<file path="config.mk">
export PLATFORM = sky130hd
export DESIGN_NAME = systolic_ctrl
export DESIGN_NICKNAME = d
export VERILOG_FILES = /design/src/rtl/systolic_ctrl.sv
export SDC_FILE = /design/constraint.sdc
export NUM_CORES = 1
export LEC_CHECK = 0
export CAP_MARGIN = 40
export CORE_AREA = 4 4 129 100
export DETAILED_ROUTE_END_ITERATION = 6
export DIE_AREA = 0 0 133 104
export PLACE_DENSITY = 0.52
export SLEW_MARGIN = 20
export SYNTH_ARGS = -nofsm -noshare
export SYNTH_HDL_FRONTEND = slang
export SYNTH_SLANG_ARGS = --single-unit
</file>
<file path="constraint.sdc">
create_clock -name clk -period 3.14 [get_ports clk]
set_clock_uncertainty 0.05 [all_clocks]
set_input_delay 0.628 -clock clk [delete_from_list [all_inputs] [get_ports clk]]
set_output_delay 0.628 -clock clk [all_outputs]
set_load 0.01 [all_outputs]
</file>
<file path="src/rtl/systolic_ctrl.sv">
`timescale 1ns/1ps
// Sequencer for an NxN systolic MAC array: CLEAR, K feed cycles, skewed drain, DONE.
// Optional performance counters are built in when SYS_CTRL_PERF_EN is defined.
module systolic_ctrl #(
    parameter int N   = 2,
    parameter int K_W = 8
) (
    input  logic                    clk,
    input  logic                    rst,
    input  logic                    start,
    input  logic [K_W-1:0]          k_len,
    input  logic                    abort,
    output logic                    busy,
    output logic                    feed_req,
    output logic                    data_valid,
    output logic [N-1:0][N-1:0]     en_mult,
    output logic [N-1:0][N-1:0]     clr_mult,
    output logic [N-1:0][N-1:0]     en_accum,
    output logic [N-1:0][N-1:0]     clr_accum,
    output logic [N-1:0][N-1:0]     accum_start,
    output logic                    done,
    output logic                    result_valid,
`ifdef SYS_CTRL_PERF_EN
    output logic [2:0]              state_dbg,
    output logic [15:0]             perf_jobs,
    output logic [31:0]             perf_busy_cyc
`else
    output logic [2:0]              state_dbg
`endif
);

    localparam int T_W = K_W + 2;

    localparam logic [2:0] S_IDLE  = 3'd0;
    localparam logic [2:0] S_CLEAR = 3'd1;
    localparam logic [2:0] S_FEED  = 3'd2;
    localparam logic [2:0] S_DRAIN = 3'd3;
    localparam logic [2:0] S_DONE  = 3'd4;

    localparam logic [T_W-1:0] T_ONE     = T_W'(1);
    localparam logic [T_W-1:0] DRAIN_END = T_W'(2 * N - 2);

    logic [2:0]     state;
    logic [2:0]     state_n;
    logic [T_W-1:0] t;
    logic [T_W-1:0] t_n;
    logic [K_W-1:0] k_reg;
    logic [T_W-1:0] k_ext;
    logic           accept;
    logic           cancel;
    logic           active_n;

    logic [N-1:0][N-1:0] en_mult_n;
    logic [N-1:0][N-1:0] en_accum_n;
    logic [N-1:0][N-1:0] accum_start_n;

    assign k_ext     = {2'b00, k_reg};
    assign accept    = (state == S_IDLE) && start && !abort && (k_len != '0);
    assign cancel    = abort && (state != S_IDLE);
    assign state_dbg = state;

    // t counts from the first FEED cycle and keeps running through DRAIN.
    always_comb begin
        state_n = state;
        t_n     = '0;
        case (state)
            S_IDLE: begin
                if (accept) state_n = S_CLEAR;
            end
            S_CLEAR: begin
                state_n = cancel ? S_IDLE : S_FEED;
            end
            S_FEED: begin
                if (cancel) begin
                    state_n = S_IDLE;
                end else begin
                    t_n = t + T_ONE;
                    if (t == k_ext - T_ONE) state_n = S_DRAIN;
                end
            end
            S_DRAIN: begin
                if (cancel) begin
                    state_n = S_IDLE;
                end else begin
                    t_n = t + T_ONE;
                    if (t == k_ext + DRAIN_END) state_n = S_DONE;
                end
            end
            S_DONE: begin
                state_n = S_IDLE;
            end
            default: begin
                state_n = S_IDLE;
            end
        endcase
    end

    assign active_n = (state_n == S_FEED) || (state_n == S_DRAIN);

    // PE(i,j) sees operand k at t = i+j+k; its accumulator lags the multiplier by one cycle.
    always_comb begin
        logic [T_W-1:0] off;
        off           = '0;
        en_mult_n     = '0;
        en_accum_n    = '0;
        accum_start_n = '0;
        for (int i = 0; i < N; i++) begin
            for (int j = 0; j < N; j++) begin
                off = T_W'(i + j);
                if (active_n) begin
                    en_mult_n[i][j]     = (t_n >= off) && (t_n < off + k_ext);
                    en_accum_n[i][j]    = (t_n > off) && (t_n <= off + k_ext);
                    accum_start_n[i][j] = (t_n == off + T_ONE);
                end
            end
        end
    end

    always_ff @(posedge clk or posedge rst) begin
        if (rst) begin
            state        <= S_IDLE;
            t            <= '0;
            k_reg        <= '0;
            busy         <= 1'b0;
            feed_req     <= 1'b0;
            data_valid   <= 1'b0;
            en_mult      <= '0;
            clr_mult     <= '0;
            en_accum     <= '0;
            clr_accum    <= '0;
            accum_start  <= '0;
            done         <= 1'b0;
            result_valid <= 1'b0;
        end else begin
            state       <= state_n;
            t           <= t_n;
            if (accept) k_reg <= k_len;
            busy        <= (state_n != S_IDLE);
            feed_req    <= (state_n == S_FEED);
            data_valid  <= (state_n == S_FEED);
            clr_mult    <= (state_n == S_CLEAR) ? '1 : '0;
            clr_accum   <= (state_n == S_CLEAR) ? '1 : '0;
            en_mult     <= en_mult_n;
            en_accum    <= en_accum_n;
            accum_start <= accum_start_n;
            done        <= (state_n == S_DONE);
            if (accept || cancel) begin
                result_valid <= 1'b0;
            end else if (state_n == S_DONE) begin
                result_valid <= 1'b1;
            end
        end
    end

`ifdef SYS_CTRL_PERF_EN
    // Saturating counters; only rst clears them.
    always_ff @(posedge clk or posedge rst) begin
        if (rst) begin
            perf_jobs     <= '0;
            perf_busy_cyc <= '0;
        end else begin
            if (done && (perf_jobs != '1)) perf_jobs <= perf_jobs + 16'd1;
            if (busy && (perf_busy_cyc != '1)) perf_busy_cyc <= perf_busy_cyc + 32'd1;
        end
    end
`endif

endmodule

</file>
# Word level (Yosys, flattened, before mapping)
# Index checks and enable logic that the tools add are counted.
[word_totals] ff_bits=41 in_bits=12 output_inout_bits=28 wordCells=83
[classes] addsub=4 n_lt_le_gt_ge=12 eq_ne=12 muxes=21 reduce_logical=19
[ops] cell="$eq 10x10->1" n=2
[ops] cell="$eq 10x2->1 const B" n=2
[ops] cell="$ge 10x1->1 const B" n=2
[ops] cell="$gt 10x1->1 const B" n=2
[ops] cell="$le 10x9->1" n=2
[ops] cell="$lt 10x10->1" n=2
[ops] cell="$mux 10" n=2
[ops] cell="$mux 3" n=5
[ops] cell="$eq 3x2->1 const B" n=4
[ops] cell="$pmux 3 s4" n=1
[ops] cell="$mux 1" n=11
[ops] cell="$add 10x1->10 const B" n=1
[ops] cell="$eq 10x1->1 const B" n=1
[ops] cell="$ge 10x2->1 const B" n=1
[ops] cell="$gt 10x2->1 const B" n=1
[ops] cell="$le 10x8->1" n=1
[ops] cell="$logic_and 1x1->1" n=10
[ops] cell="$lt 10x8->1" n=1
[ops] cell="$add 1x8->9 const A" n=1
[ops] cell="$add 2x8->9 const A" n=1
[ops] cell="$sub 8x1->9 const B" n=1
[ops] cell="$reduce_bool 8->1" n=1
[ops] cell="$eq 3x1->1 const B" n=2
[ops] cell="$reduce_bool 3->1" n=2
[ops] cell="8 further kinds" n=9

# Longest topological paths before layout
# Gate-level depths: netlist (run 1).
[logic_depth] word_depth=9 mapped_depth=12 mapped_depth_nobuf=11

# Worst setup path before layout (run 1)
# Ideal clock, no wire load.
[synth_path] kind="input to register" start="in abort" end="reg en_accum[0] in the netlist's numbering" setup_time_ns=0.096 t_arrival_ns=2.747 t_required_ns=2.994 slack_ns=0.247 stages=11 n_path_buf=1 cell_sequence="nor2_1 > nand2_1 > clkbuf_1 > nor2_1 > ha_1 > a21o_1 > a21o_1 > a211o_1 > a221oi_1 > a31oi_1 > nor4_2"
[synth_lines] item="from (decl)" line_no="12" source="input logic abort,"
[synth_lines] item="to (signal assigned)" line_no="144" source="en_accum <= en_accum_n;"
[synth_lines] item="to (decl)" line_no="18" source="output logic [N-1:0][N-1:0] en_accum,"

==> flow_summary.yaml, run 1 <==
run_status:
  outcome: "finished clean"
floorplanning:
  die_h_um: 104
  pin_count: 40
  initial_core_util_pct: 25.0
  die_w_um: 133
  die-area_sq_mm: 0.0138
  rows: 34
  design.core.area_sq_mm: 0.0115
power:
  power_leakage_nw: 1.60
  p_total_w: 0.00166
  irDropWorstVdd_v: 0.000183
  power_density_mw_per_mm2: 458
placed_design:
  dp.cells: 507
  port_buffers: 39
  dp_slack_ns: -0.0982
  place_congestion: 0.908
  dpl.hpwl_mm: 6.27
drt:
  ant_nets: 0
  topRoutingLayerUsed: "met4"
  routed_wirelength_mm: 7.77
  wl_per_cell_um: 15.1
  drt_iter0_markers: 113
  wl_met3_um: 476
  drc_errors: 0
  drt_pass1_iterations: 4
  wl_met1_mm: 3.76
  viasPerCell: 4.64
  vias: 2386
  wl_met2_mm: 3.52
setup_path:
  crit_fanout: 8
  cp_cell_sequence: "clkdlybuf4s50_1, nor2_1, nand2_1, buf_4, nor2_1, ha_1, and4_1, a21oi_1, a31oi_1, a211oi_1, a21oi_1, nor4_4"
  path_buf_inv: 2
  crit_path_max_incr_delay_ns: 0.42
  crit_required_ns: 3.28
  slowest_stage: "clkdlybuf4s50_1"
  cp.arrival_ns: 3.08
  path_class: "in2reg"
  endpoint_kind: "register"
  crit_family: "simple AND/OR/NAND/NOR gates"
  worst_setup_path_start_kind: "input port"
synthesis:
  postSynthAreaPerCell_sq_um: 9.27
  synth.area.top_cells: "dfrtp_1, ha_1, xnor2_1"
  syn_nets: 354
  netlist_instances: 311
  ys_types: 53
  ys.flop_type: "dfrtp_1"
  ys_seq_area_share_pct: 30.4
  synth_area_leader_cell: "dfrtp_1"
  synth_commonest_cells: "dfrtp_1, ha_1, nor2_1"
  syn_area_sq_mm: 0.00288
  synth_warnings: 0
  ys_seq_elements: 35
  synth_top_area_share_pct: 30.4
  async_reset_ff_share_pct: 100
  yosysMostFrequentCell: "dfrtp_1"
  synth-edff-count: 0
layout:
  fillers: 1221
  antennaDiodeCount: 0
  largest_reg_flops: 10
  areaGrowthSynthToFinish_pct: 25.7
  finalNonFillerCells: 514
  fin_nets: 395
  drive_above_1_share_pct: 13.9
sta:
  slew_headroom_pct: 61.6
  holdWs_ns: 0.471
  setup_viol: 0
  fin_ws_ns: 0.199
  finalCriticalPeriod_ns: 2.94
  hold_violations: 0
  report.final.slew_viol_count: 0
  finalCritPeriodShare_pct: 93.6
  setup_tns_ns: 0
  fmax_mhz: 340
  rsz0062_at_grt: "no"
  worst_slew_pin_slew_ns: 0.576
min_path:
  hold_class: "reg2reg"
clock_network:
  cts_made_buffers: 5
  worst_skew_pair.late_latency_ns: 0.28
  cts_root_buf: "clkbuf_16"
  max-clock-path-buffers: 2
  cts_setup_buffers: 0
  cts_sinks: 35
  cts_tree: "built"
  clk_pin_slew_ns: 0.06
  htree_levels: 2
grt:
  grt_pass1_vias: 2464
  grt_pass1_wl_mm: 12.8
  grt_max_degree: 36
  overflow: 0
  grt_usage_pct: 11.4
  antenna_found_initial: 0
flow_run:
  max_cap_violations: 0
[timing repair]
action | in CTS | in global routing
gates resized for setup | 0 | 1
hold buffers | 0 | 0
endpoints found under the hold margin | 0 | 0
setup endpoints to repair | 0 | 2
[metrics by stage]
step	cell area [sq um]	util, %
floorplan	2880	-
global placement	3480	30.2
detailed placement	3480	30.2
CTS	3620	31.4
global route	3620	31.4
finish	3620	31.4
[cells by family after synthesis]
family,Yosys count,synth area share [%]
AND/OR/NAND/NOR,98,19.4
AO/OA/AOI/OAI,58,14.5
buffers and inverters,47,8.77
flip-flops,35,30.4
XOR/XNOR,34,10.3
adder cells (fa/ha/maj),31,13.5
multiplexers,8,3.13
[report_power, final]
part	leakage (nW)	total, W	switching (W)	internal [W]
logic	1.06	0.000589	0.000307	0.000282
clock network	0.0727	0.000499	0.000190	0.000310
registers	0.465	0.000571	0.0000871	0.000484
total	1.60	0.00166	0.000584	0.00108
[layer usage]
layer	vias to the layer above	track usage, %
met4	0	2.00
li1	1183	-
met1	1142	16.1
met2	57	17.7
met5	-	0
met3	4	2.90
[final timing paths]
kind	from	end	slack [ns]	depth (start not counted)
hold reg to reg	result_valid	result_valid	0.47	1
setup reg to reg	t[1]	en_accum[2]	0.30	12
max in group asynchronous	rst	t[1]	1.96	3
min in group asynchronous	rst	state_dbg[1]	0.73	3
setup / recovery	abort	en_accum[3]	0.20	12
hold / removal	result_valid	result_valid	0.47	1
[layout by cell type (no fill, tap or decap), types with 5 or more instances in the layout]
| cell | instances |
|---|---|
| nand3_1 | 12 |
| a21o_1 | 8 |
| xor2_1 | 14 |
| buf_4 | 22 |
| ha_1 | 31 |
| a21oi_1 | 11 |
| mux2_2 | 8 |
| o21ai_0 | 7 |
| xnor2_1 | 20 |
| clkdlybuf4s50_1 | 39 |
| inv_1 | 19 |
| nor4_1 | 5 |
| clkbuf_16 | 5 |
| nor3_1 | 5 |
| a31oi_1 | 5 |
| nand4_1 | 7 |
| dfrtp_1 | 34 |
| nand2_1 | 14 |
| nor2_1 | 25 |
[layout make-up]
type,instances,area [sq um],area share (%)
inverter,19,71.3,1.97
clock inverter,1,5.00,0.138
multi-input combinational,229,1750,48.4
tap,162,203,5.59
clock buffer,6,139,3.83
timing repair buffer,62,576,15.9
sequential,35,877,24.2
(Power assumes the default switching activity.)
==> run 2, diff against run 1 <==
--- a/config.mk
+++ b/config.mk
@@ -9,6 +9,7 @@
 export CORE_AREA = 4 4 129 100
 export DETAILED_ROUTE_END_ITERATION = 6
 export DIE_AREA = 0 0 133 104
+export MAX_ROUTING_LAYER = met4
 export PLACE_DENSITY = 0.52
 export SLEW_MARGIN = 20
 export SYNTH_ARGS = -nofsm -noshare
==> constraint.sdc (replaced) <==
create_clock -name clk -period 3.71 [get_ports clk]
set_clock_uncertainty 0.05 [all_clocks]
set_input_delay 0.742 -clock clk [delete_from_list [all_inputs] [get_ports clk]]
set_output_delay 0.742 -clock clk [all_outputs]
set_load 0.05 [all_outputs]
==> run 2 against run 1 <==
Compared with the run above: global-route usage barely moved; worst hold slack improved by 0.00079 ns; first-iteration DRC count is 50% higher; sequential share of layout area increased by 0.62 points; critical endpoint is now en_accum[0]; highest routed layer unchanged; count of clock-buffer cells in the layout up 1; power decreased by 12%; routed wire length is 2.5% lower; cell count down 2.3%; sequential power decreased by 16%; combinational power shrank 12%.
==> flow_summary.yaml, run 2 (synthesized netlist as in run 1, its figures left out) <==
setup_path:
  startpoint: "abort"
  timing.rr.start: "t[0]"
  path_class: "in2reg"
  crit_path_max_incr_delay_ns: 0.42
  rrSetupSlack_ns: 0.72
  cp.arrival_ns: 3.26
  r2r_end: "en_accum[0]"
  endpoint_kind: "register"
  crit_fanout: 7
  worst_setup_path_start_kind: "input port"
  path_buf_inv: 1
  rr_worst_depth: 10
  slowest_stage: "clkdlybuf4s50_1"
  crit_family: "compound AO/OA/AOI/OAI gates"
  crit_required_ns: 3.84
  cp_cell_sequence: "clkdlybuf4s50_1, nor2_1, nand2_1, nor2_1, ha_1, a21o_1, a21o_1, a211o_1, a221oi_1, a31oi_1, nor4_2"
grt:
  use_met2_pct: 16.7
  grt_usage_pct: 11.4
  grt-busiest-layer: "met2"
  grt_pass1_vias: 2340
  use_met3_pct: 2.42
  grt_max_degree: 36
  antenna_found_initial: 0
  grt_pass1_wl_mm: 12.3
  overflow: 0
  grt_use_met1_pct: 16.1
power:
  irDropWorstVdd_v: 0.000182
  power_leakage_nw: 1.53
  power_density_mw_per_mm2: 412
sta:
  holdWs_ns: 0.471
  fin_ws_ns: 0.582
  worst_slew_pin_slew_ns: 0.680
  slew_headroom_pct: 54.0
  hold_violations: 0
  finalCritPeriodShare_pct: 84.3
  report.final.slew_viol_count: 0
  setup_viol: 0
  finalCriticalPeriod_ns: 3.13
  fmax_mhz: 320
  setup_tns_ns: 0
  rsz0062_at_grt: "no"
layout:
  final_common_cell: "clkdlybuf4s50_1"
  drive_above_1_share_pct: 10.6
  antennaDiodeCount: 0
  most-common-layout-cells: "clkdlybuf4s50_1, dfrtp_1, ha_1"
  largest_reg_flops: 10
  finalNonFillerCells: 502
  finalInstanceArea_sq_mm: 0.00353
  fillers: 1189
  fin_nets: 382
  areaGrowthSynthToFinish_pct: 22.4
drt:
  wl_per_cell_um: 15.1
  drt_iter0_markers: 170
  vias: 2390
  viasPerCell: 4.76
  drc_errors: 0
  routed_wirelength_mm: 7.58
  ant_nets: 0
  drt_pass1_iterations: 4
placed_design:
  dpl_cell_area_sq_mm: 0.00337
  place_congestion: 0.868
  port_buffers: 39
  dp_slack_ns: 0.290
  dp.cells: 494
  dpl.hpwl_mm: 6.07
floorplanning:
  rows: 34
  die-area_sq_mm: 0.0138
  design.core.area_sq_mm: 0.0115
  pin_count: 40
  die_w_um: 133
  initial_core_util_pct: 25.0
  die_h_um: 104
clock_network:
  cts_tree: "built"
  cts_made_buffers: 5
  cts_root_buf: "clkbuf_16"
  worst_skew_pair.late_latency_ns: 0.28
  cts_sinks: 35
  post_cts_resized: 0
  htree_levels: 2
  cts_setup_buffers: 0
  hold_buffers: 0
  clk_pin_slew_ns: 0.06
  max-clock-path-buffers: 2
flow_run:
  max_cap_violations: 0
min_path:
  whs_path_depth: 1
  min_to: "result_valid"
  hold_class: "reg2reg"
  min-delay-start: "result_valid"
run_status:
  outcome: "finished clean"
-- run 2: cell count changes in the layout (fill, tap and decap cells not counted), sizes merged --
cell / change
buf: -13
clkbuf: +1
clkinv: -1
clkinvlp: +1
-- run 2: area by class of cell --
class	count	area, sq um	area share, %
timing repair buffer	49	465	13.2
inverter	19	71.3	2.02
clock inverter	1	7.51	0.213
tap	162	203	5.74
multi-input combinational	229	1750	49.7
clock buffer	7	153	4.32
sequential	35	876	24.8
-- run 2: power breakdown --
group	internal (W)	switching (W)
Combinational	0.000217	0.000301
Clock	0.000286	0.000170
Sequential	0.000409	0.0000694
-- run 2: worst max-delay path by stage --
stage	end	slack, ns	cells past startpoint
floorplan	en_accum[0]	0.70	11
global placement	en_accum[0]	0.35	11
detailed placement	en_accum[0]	0.29	11
CTS	en_accum[0]	0.59	11
global route	en_mult[0]	0.34	10
finish	en_accum[0]	0.58	11
-- run 2: worst reg2reg max path, delay by kind of cell (launching register included) --
family | cells | cell delay (ns)
AOI/OAI and AO/OA | 4 | 0.90
xor gates and xnor gates | 1 | 0.19
adders and majority gates | 2 | 0.60
DFF | 1 | 0.51
and+or+nand+nor | 3 | 0.64
-- run 2: metrics by stage --
step | util, % | power (W)
after detailed placement | 29.2 | 0.00100
final | 30.6 | 0.00145
after global placement | 29.2 | 0.000999
after floorplan | - | 0.000868
after global routing | 30.6 | 0.00154
after CTS | 30.6 | 0.00146
-- run 2: routing by layer --
metal / up-vias / wire (um)
met5: - / 0
met4: 0 / 112
met3: 10 / 348
met2: 49 / 3340
met1: 1168 / 3770
li1: 1163 / -
